$ cat config.mk
export PLATFORM = sky130hd
export DESIGN_NAME = regfile_wb_arbiter
export DESIGN_NICKNAME = d
export VERILOG_FILES = /design/src/rtl/wb_pkg.sv /design/src/rtl/rr_arbiter.sv /design/src/rtl/regfile_wb_arbiter.sv
export SDC_FILE = /design/constraint.sdc
export NUM_CORES = 1
export LEC_CHECK = 0
export ABC_AREA = 1
export CAP_MARGIN = 10
export CORE_MARGIN = 3
export CORE_UTILIZATION = 45
export CTS_CLUSTER_DIAMETER = 60
export DETAILED_ROUTE_END_ITERATION = 10
export GPL_ROUTABILITY_DRIVEN = 0
export PLACE_DENSITY = 0.82
export SLEW_MARGIN = 20
export SYNTH_ARGS = -nofsm -noshare
export SYNTH_HDL_FRONTEND = slang
export SYNTH_SLANG_ARGS = --single-unit
$ cat constraint.sdc
create_clock -name clk -period 2.2 [get_ports clk]
set_input_delay 0.33 -clock clk [delete_from_list [all_inputs] [get_ports clk]]
set_output_delay 0.33 -clock clk [all_outputs]
set_load 0.02 [all_outputs]
$ cat src/rtl/wb_pkg.sv
// Shared write-back types and helpers for the register-file write port and
// the arbiters built on rr_arbiter.
package wb_pkg;

  localparam int WB_ADDR_WIDTH = 5;
  localparam int WB_DATA_WIDTH = 32;

  // x0 is hard-wired to zero: never tracked, never written.
  localparam int REG_ZERO = 0;

  typedef logic [WB_ADDR_WIDTH-1:0] reg_idx_t;
  typedef logic [WB_DATA_WIDTH-1:0] reg_data_t;

  typedef struct packed {
    reg_idx_t  rd;
    reg_data_t data;
  } wb_req_t;

  // Round-robin successor of idx among n requesters.
  function automatic int rr_next(input int idx, input int n);
    return (idx + 1 >= n) ? 0 : idx + 1;
  endfunction

endpackage

$ cat src/rtl/rr_arbiter.sv
// N-way round-robin arbiter: grants the first requester at or above ptr,
// wrapping modulo N. Purely combinational; the owner keeps the pointer.
module rr_arbiter #(
  parameter int N  = 2,
  parameter int IW = (N > 1) ? $clog2(N) : 1
) (
  input  logic [N-1:0]  req,
  input  logic [IW-1:0] ptr,
  output logic [N-1:0]  gnt,
  output logic [IW-1:0] gnt_idx,
  output logic          gnt_valid
);

  // cand[k] is the requester examined k-th when starting the search at ptr.
  logic [IW-1:0] cand [N];

  for (genvar k = 0; k < N; k++) begin : g_cand
    assign cand[k] = IW'((int'(ptr) + k) % N);
  end

  always_comb begin
    // NOTE: every output gets a default before any branch, so no path leaves
    // a value unassigned and no latch is inferred.
    gnt       = '0;
    gnt_idx   = '0;
    gnt_valid = |req;
    // Walk from the lowest priority upward; the last hit (highest priority) wins.
    for (int k = N - 1; k >= 0; k--) begin
      if (req[cand[k]]) begin
        gnt          = '0;
        gnt[cand[k]] = 1'b1;
        gnt_idx      = cand[k];
      end
    end
  end

endmodule

$ cat src/rtl/regfile_wb_arbiter.sv
// Shares the register-file write port among N_REQ write-back sources and keeps
// a per-register pending-write scoreboard for RAW/WAW issue stalls.
module regfile_wb_arbiter
  import wb_pkg::*;
#(
  parameter int N_REQ      = 2,
  parameter int ADDR_WIDTH = 5,
  parameter int DATA_WIDTH = 32
) (
  input  logic                        clk,
  input  logic                        rst,
  input  logic                        iss_valid,
  input  logic [ADDR_WIDTH-1:0]       iss_rd,
  output logic                        iss_ready,
  input  logic [ADDR_WIDTH-1:0]       rs1,
  input  logic [ADDR_WIDTH-1:0]       rs2,
  output logic                        rs1_busy,
  output logic                        rs2_busy,
  input  logic [N_REQ-1:0]            req_valid,
  input  logic [N_REQ*ADDR_WIDTH-1:0] req_rd,
  input  logic [N_REQ*DATA_WIDTH-1:0] req_data,
  output logic [N_REQ-1:0]            req_ready,
  output logic                        rf_wen,
  output logic [ADDR_WIDTH-1:0]       rf_waddr,
  output logic [DATA_WIDTH-1:0]       rf_wdata,
  output logic [2**ADDR_WIDTH-1:0]    pending
);

  localparam int IW = (N_REQ > 1) ? $clog2(N_REQ) : 1;
  localparam logic [ADDR_WIDTH-1:0] ZERO_IDX = ADDR_WIDTH'(REG_ZERO);

  logic [IW-1:0]           rr_ptr;
  logic [N_REQ-1:0]        gnt;
  logic [IW-1:0]           gnt_idx;
  logic                    gnt_valid;
  logic                    xfer;
  logic [ADDR_WIDTH-1:0]   sel_rd;
  logic [DATA_WIDTH-1:0]   sel_data;
  logic [2**ADDR_WIDTH-1:0] pending_next;
  logic                    iss_inflight;
  logic                    rs1_inflight;
  logic                    rs2_inflight;

  rr_arbiter #(
    .N  (N_REQ),
    .IW (IW)
  ) u_rr_arbiter (
    .req       (req_valid),
    .ptr       (rr_ptr),
    .gnt       (gnt),
    .gnt_idx   (gnt_idx),
    .gnt_valid (gnt_valid)
  );

  assign req_ready = rst ? '0 : gnt;
  assign xfer      = !rst && gnt_valid;

  always_comb begin
    sel_rd   = '0;
    sel_data = '0;
    for (int i = 0; i < N_REQ; i++) begin
      if (gnt_idx == IW'(i)) begin
        sel_rd   = req_rd[i*ADDR_WIDTH +: ADDR_WIDTH];
        sel_data = req_data[i*DATA_WIDTH +: DATA_WIDTH];
      end
    end
  end

  // A write sitting on the rf port has already left the scoreboard's view only
  // at the end of this cycle, so it must still block readers and re-issuers.
  assign iss_inflight = rf_wen && (rf_waddr == iss_rd);
  assign rs1_inflight = rf_wen && (rf_waddr == rs1);
  assign rs2_inflight = rf_wen && (rf_waddr == rs2);

  assign rs1_busy = (rs1 != ZERO_IDX) && (pending[rs1] || rs1_inflight);
  assign rs2_busy = (rs2 != ZERO_IDX) && (pending[rs2] || rs2_inflight);

  assign iss_ready = !rst && iss_valid && !rs1_busy && !rs2_busy &&
                     !pending[iss_rd] && !iss_inflight;

  always_comb begin
    pending_next = pending;
    if (rf_wen) begin
      pending_next[rf_waddr] = 1'b0;
    end
    if (iss_ready && (iss_rd != ZERO_IDX)) begin
      pending_next[iss_rd] = 1'b1;
    end
    pending_next[REG_ZERO] = 1'b0;
  end

  always_ff @(posedge clk) begin
    // NOTE: state registers use non-blocking assignments so every flop samples
    // pre-edge values regardless of statement order.
    if (rst) begin
      // NOTE: the scoreboard is reset (unlike a data array) because stale
      // pending bits would stall issue forever after a mid-run reset.
      pending  <= '0;
      rf_wen   <= 1'b0;
      rf_waddr <= '0;
      rf_wdata <= '0;
      rr_ptr   <= '0;
    end else begin
      pending <= pending_next;
      rf_wen  <= xfer && (sel_rd != ZERO_IDX);
      if (xfer) begin
        rf_waddr <= sel_rd;
        rf_wdata <= sel_data;
        rr_ptr   <= IW'(rr_next(int'(gnt_idx), N_REQ));
      end
    end
  end

endmodule
# Yosys cells after proc, flatten, opt, wreduce, memory -nomap -nowiden
# Index checks and enable logic that the tools add are counted.
dict set report totals {
  reg_bits 71
  input_bits 94
  out_inout_bits 75
  elab_cells 82
}
dict set report op_classes {
  add_sub_neg 2
  n_lt_le_gt_ge 11
  eq_ne 3
  n_mux 28
  n_bitwise 3
  n_reduce_logical 29
}
# cell count
set op_table {}
lappend op_table {{$mux 32} 3}
lappend op_table {{$and 32x32->32} 1}
lappend op_table {{$not 32->32} 1}
lappend op_table {{$or 32x32->32} 1}
lappend op_table {{$lt 5x6->1 const B} 4}
lappend op_table {{$reduce_bool 5->1} 4}
lappend op_table {{$logic_and 1x1->1} 17}
lappend op_table {{$bmux 1 s5} 3}
lappend op_table {{$eq 5x5->1} 3}
lappend op_table {{$mux 1} 14}
lappend op_table {{$demux 1 s5} 2}
lappend op_table {{$ge 5x1->1 const B} 2}
lappend op_table {{$mux 2} 3}
lappend op_table {{$logic_not 1->1} 5}
lappend op_table {{$mux 5} 1}
lappend op_table {{$lt 1x2->1 const B} 2}
lappend op_table {{$add 1x1->2 const B} 1}
lappend op_table {{$demux 1 s1} 2}
lappend op_table {{$ge 1x1->1 const B} 2}
lappend op_table {{$ge 2x2->1 const B} 1}
lappend op_table {{$logic_or 1x1->1} 2}
lappend op_table {{$reduce_or 2->1} 1}
lappend op_table {{$add 1x1->1 const B} 1}

# Depth between registers and ports, before layout
dict set report logic_depth {
  word_depth 11
  ltp_mapped 15
  ltp_nobuf 13
}

# By module
# From an unflattened synthesis, not the netlist that was laid out.
dict set report hier_totals {
  cells_unflattened 719
  area_unflattened_um2 4434.3
}
# mod n_inst cells_per_inst area_per_inst_um2 seq_area_each_um2
set by_module_without_submodules {}
lappend by_module_without_submodules {regfile_wb_arbiter 1 712 4401.7 1401.3}
lappend by_module_without_submodules {rr_arbiter 1 7 32.5 0.0}

# Worst setup path after synthesis
# OpenSTA, ideal clock, no wires.
dict set report synth_timing {
  path_kind {register to output}
  from {register rf_waddr[3]}
  to {output iss_ready}
  arrival_time_ps 1971
  required_ps 1870
  path_slack_ps -101
  stages_incl_launch_ff 11
  path_buffers 2
  path_cell_list {dfxtp_1 buf_2 inv_1 o22ai_1 a21oi_1 nand3_1 nand3_1 nand2_1 buf_2 inv_1 nor3_1}
}
dict set report synth_between {
  word_cells_on_any_way 17
  cone_classes {3 x eq/ne; 14 x reduce/logical}
}
# element line_no
set synth_rtl {}
lappend synth_rtl {{start: declaration} regfile_wb_arbiter.sv:24} ;# output logic [ADDR_WIDTH-1:0] rf_waddr,
lappend synth_rtl {{start signal: assignment} regfile_wb_arbiter.sv:107} ;# rf_waddr <= sel_rd;
lappend synth_rtl {{$eq 5x5->1} regfile_wb_arbiter.sv:73} ;# assign rs2_inflight = rf_wen && (rf_waddr == rs2);
lappend synth_rtl {{$logic_and 1x1->1} regfile_wb_arbiter.sv:73}
lappend synth_rtl {{$logic_or 1x1->1} regfile_wb_arbiter.sv:76} ;# assign rs2_busy = (rs2 != ZERO_IDX) && (pending[rs2] || rs2_inflight);
lappend synth_rtl {{$logic_and 1x1->1} regfile_wb_arbiter.sv:76}
lappend synth_rtl {{via rs2_busy} regfile_wb_arbiter.sv:18} ;# output logic rs2_busy,
lappend synth_rtl {{$logic_not 1->1} regfile_wb_arbiter.sv:78} ;# assign iss_ready = !rst && iss_valid && !rs1_busy && !rs2_busy &&
lappend synth_rtl {{$logic_and 1x1->1 (2 in a row)} regfile_wb_arbiter.sv:78}
lappend synth_rtl {{$logic_and 1x1->1} regfile_wb_arbiter.sv:79} ;# !pending[iss_rd] && !iss_inflight;
lappend synth_rtl {{end: declaration} regfile_wb_arbiter.sv:14} ;# output logic iss_ready,
# The timed path passes the listed nets, and every way through them passes these cells.

# Worst setup path after layout
dict set report layout_timing {
  from {register pending[3]}
  to {output iss_ready}
}
dict set report layout_between {
  elab_chain_cells 9
  word_cells_on_any_way 17
  cone_classes {6 x mux; 11 x reduce/logical}
}
# element line_no
set layout_rtl {}
lappend layout_rtl {{start: declaration} regfile_wb_arbiter.sv:26} ;# output logic [2**ADDR_WIDTH-1:0] pending
lappend layout_rtl {{start signal: assignment} regfile_wb_arbiter.sv:104} ;# pending <= pending_next;
lappend layout_rtl {{$bmux 1 s5} regfile_wb_arbiter.sv:75} ;# assign rs1_busy = (rs1 != ZERO_IDX) && (pending[rs1] || rs1_inflight);
lappend layout_rtl {{$mux 1 (not written as such)} regfile_wb_arbiter.sv:75}
lappend layout_rtl {{$logic_or 1x1->1} regfile_wb_arbiter.sv:75}
lappend layout_rtl {{$logic_and 1x1->1} regfile_wb_arbiter.sv:75}
lappend layout_rtl {{$logic_not 1->1} regfile_wb_arbiter.sv:78}
lappend layout_rtl {{$logic_and 1x1->1 (2 in a row)} regfile_wb_arbiter.sv:78}
lappend layout_rtl {{$logic_and 1x1->1 *} regfile_wb_arbiter.sv:78}
lappend layout_rtl {{$logic_and 1x1->1 *} regfile_wb_arbiter.sv:79}
# Every way passes the cells marked *; elsewhere a longest branch is shown, timed or not. The select of a mux whose other input is x is not followed.

==> results.md <==
* Main combinational cell family by area after synthesis: simple AND/OR/NAND/NOR gates
* CTS Root Cell: clkbuf_8
* Mapped Nets at about 800
* Final period utilization at a little over nine tenths
* Power Dens Cells at about 500 nW/um^2
* Clk slew on worst S/H paths at around 80 ps
* Peak Freq at 460.8 MHz
* # rows at 35
* Worst vdd ir at 424.4 uV
* Synth Area in Simple Gates at between 30% and 40%
* Routed wire length at approximately 18,000 um
* Post-Place Cells at between 1,000 and 1,500
* Crit path setup slack, layout at around 30 ps
* Final Critical Period at 2170 ps
* Yosys reg bits at 70
* Total number of vias at 6,187
* Most frequent CP cell: nand3_1
* Clock sinks at 70
* Post-Syn Area at 4345 um^2
* Final Util at around 76%
* Crit Path Class: register to output pin
* Ys async rst share at 0%
* Synth top area share at between 30% and 40%
* Hold slack at between 400 and 500 ps
* CP startpoint kind: register
* Wire length per cell at approximately 17 um
* Crit end category: output pin
* Post-layout instance count excluding filler cells at ~1,100
* Pre-CTS setup slack at -698.4 ps
* Residual DRC at 0
* Leading area contributor after synthesis: dfxtp_1
* Worst hold path class: input port to register
* Mux cell area share after synthesis at 0.2303%
* Post-synth cell types at 28
* Synth Warn # at 0
* Post-synthesis compound-gate area fraction at between 20% and 30%
* Post-synth EDFFs at 0
* Slew Viols, Final at 0
* Worst EP required at between 1500 and 2000 ps
* Post-synthesis adder-cell area fraction at 0%
* CP top delay family: simple AND/OR/NAND/NOR gates
* Final TNS setup at 0 ps
* Total CTS buffers at 9
* Via density at slightly below 6
* Xor-xnor portion of the synthesized cell area at less than 1%
* Die Y-Extent at around 100 um
* Most common cell in the synthesized netlist: nand2_1
* Vias in the first global route at ~5,700
* Slowest stage delay, CP at 340 ps
* Synth Instances at around 700
* Crit path DAT at ~1800 ps
* Boundary pin count at around 170
* Ratio of cells with drive above 1 in the final layout at approximately a fifth
* PortBufs at 167
* Sequential fraction of the synthesis area at 32.25%
* Worst skew pair latency at between 300 and 400 ps
* Core Area at ~9300 um^2
* Chip Width at about 100 um
* First-pass GRT wire length at 28,400 um
* Reg-to-reg setup timing slack at approximately 230 ps
* Post-DP HPWL at around 13,000 um
* Clk buf depth at 2
* Worst-path fanout max at 3
* Leak at between 0.003 and 0.004 uW
* Mean post-synth cell area at 6.190 um^2
* Predominant post-synthesis flop cell: dfxtp_1
* P&R area growth vs syn at 63.55%
* Initial Util at between 40% and 50%
* Slowest cell on the critical path: dfxtp_2
* Cell Chain, Critical Path: inv_2 > a21oi_1 > o21ai_1 > nand3_1 > nand3_1 > nand2_2 > nand2_1 > nand3_1 > nand2_2 > inv_1 > nor3_2 > buf_4
* Final net count at 1,021
* Maxcap violations at 0
* Total Routing Usage GR at around a third
* Clk_skew at 10.64 ps
* Most frequent cells after synthesis: 155 x nand2_1, 73 x inv_1, 70 x dfxtp_1
* Largest net degree at the start of global routing at 38
* CTS H-tree lvls at 3
* Ranking of synthesized cells by area: dfxtp_1 32%, nand2_1 13%, o21ai_0 7.8%
* First DRT Iteration DRCs at roughly 740
* Initial antenna violation count at 0
* Status: finished clean
* Buf+Inv Stages, Crit Path at 3
* Final setup violation count at 0
* Die area at 10,870 um^2
* Pre-antenna DRT Iters at 6
* N_diodes at 0
* Final hold violations at 0
* Post-DRT Antenna Nets at 0
* CTS tree: built
* Total grt overflow at 0
[worst min-delay path: stages]
cell and delay, ps:
clkbuf_2 160, nor2_2 110, nand4_1 120, a21oi_1 70
[final cells by class]
class                           instances  area (um^2)
Multi-Input combinational cell        509         2546
Timing Repair Buffer                  257         2450
Fill cell                             672         2221
Sequential cell                        70         1434
Inverter                               79        297.8
Tap cell                              129        161.4
Clock buffer                           10        127.6
Clock inverter                          6        86.33
Timing Repair inverter                  1        3.754
[state kept, by name (all words and copies together) (netlist names)]
register  flops
pending      31
rf_waddr      5
rf_wdata     32
rf_wen        1
rr_ptr        1
[kinds of logic (layout without fill, tap and decap cells)]
logic type                Yosys count  count (layout)
and+or+nand+nor                   326             326
xor gates and xnor gates            2               2
AOI/OAI and AO/OA                 179             179
DFF                                70              70
muxes                               1               1
buffers and inverters             123             353
other                               1               1
[layer usage]
layer  global-route usage [%]  part of all wire [%]
met5                        0                     0
met1                    38.24                    35
met3                    6.890                    13
met4                    16.33                   5.4
met2                    52.72                    46
[timing repair]
action                     4_1_cts  5_1_grt
setup buffers                    0       10
setup endpoints to repair        3        4
hold buffers                     0        0
pin swaps                        0       12
cloned                           2        1
gates resized for setup         44       61
[power by group]
group          total [uW]  internal, uW  switching (uW)
clock                1160           637             521
combinational        1090           511             576
sequential           1380          1330            45.5
total                3620          2480            1140
[stage by stage]
| step | power [uW] | area, um^2 |
|---|---|---|
| 3_3_place_gp | 2407 | 6654 |
| 6_report | 3621 | 7107 |
| 4_1_cts | 3569 | 6940 |
| 5_1_grt | 3749 | 7107 |
| 3_5_place_dp | 2425 | 6654 |
| 2_1_floorplan | 1870 | 4350 |
[placed cells by master (no fill, tap or decap), types with 3 or more instances in the layout]
master           count
a31oi_1             25
dlygate4sd2_1        4
o21ai_1              6
nor3_1               4
buf_4               82
nand2_2              6
nand3_1             60
o21ai_0             64
a21oi_1             48
nor2_2               6
inv_2               21
dfxtp_4              3
clkinv_2             3
clkdlybuf4s50_1    150
dfxtp_1             50
clkbuf_2             3
nand2_1            151
dlymetal6s2s_1       5
clkbuf_8             9
inv_1               56
a22oi_1              4
o22ai_1             11
nor2_1              52
nand3_2              4
dfxtp_2             17
nand4_1             34
buf_12               6
o211ai_1            18
nor3_2               8
[final timing paths]
path                                             start                      to  cells past startpoint
worst min register to register  pending[19]$_SDFF_PP0_  pending[19]$_SDFF_PP0_                      2
worst max register to register  pending[21]$_SDFF_PP0_   pending[5]$_SDFF_PP0_                     15
worst min-delay path                         iss_rd[1]   pending[1]$_SDFF_PP0_                      4
worst max-delay path             pending[3]$_SDFF_PP0_               iss_ready                     12
No activity file was read; power rests on OpenSTA's default activity.
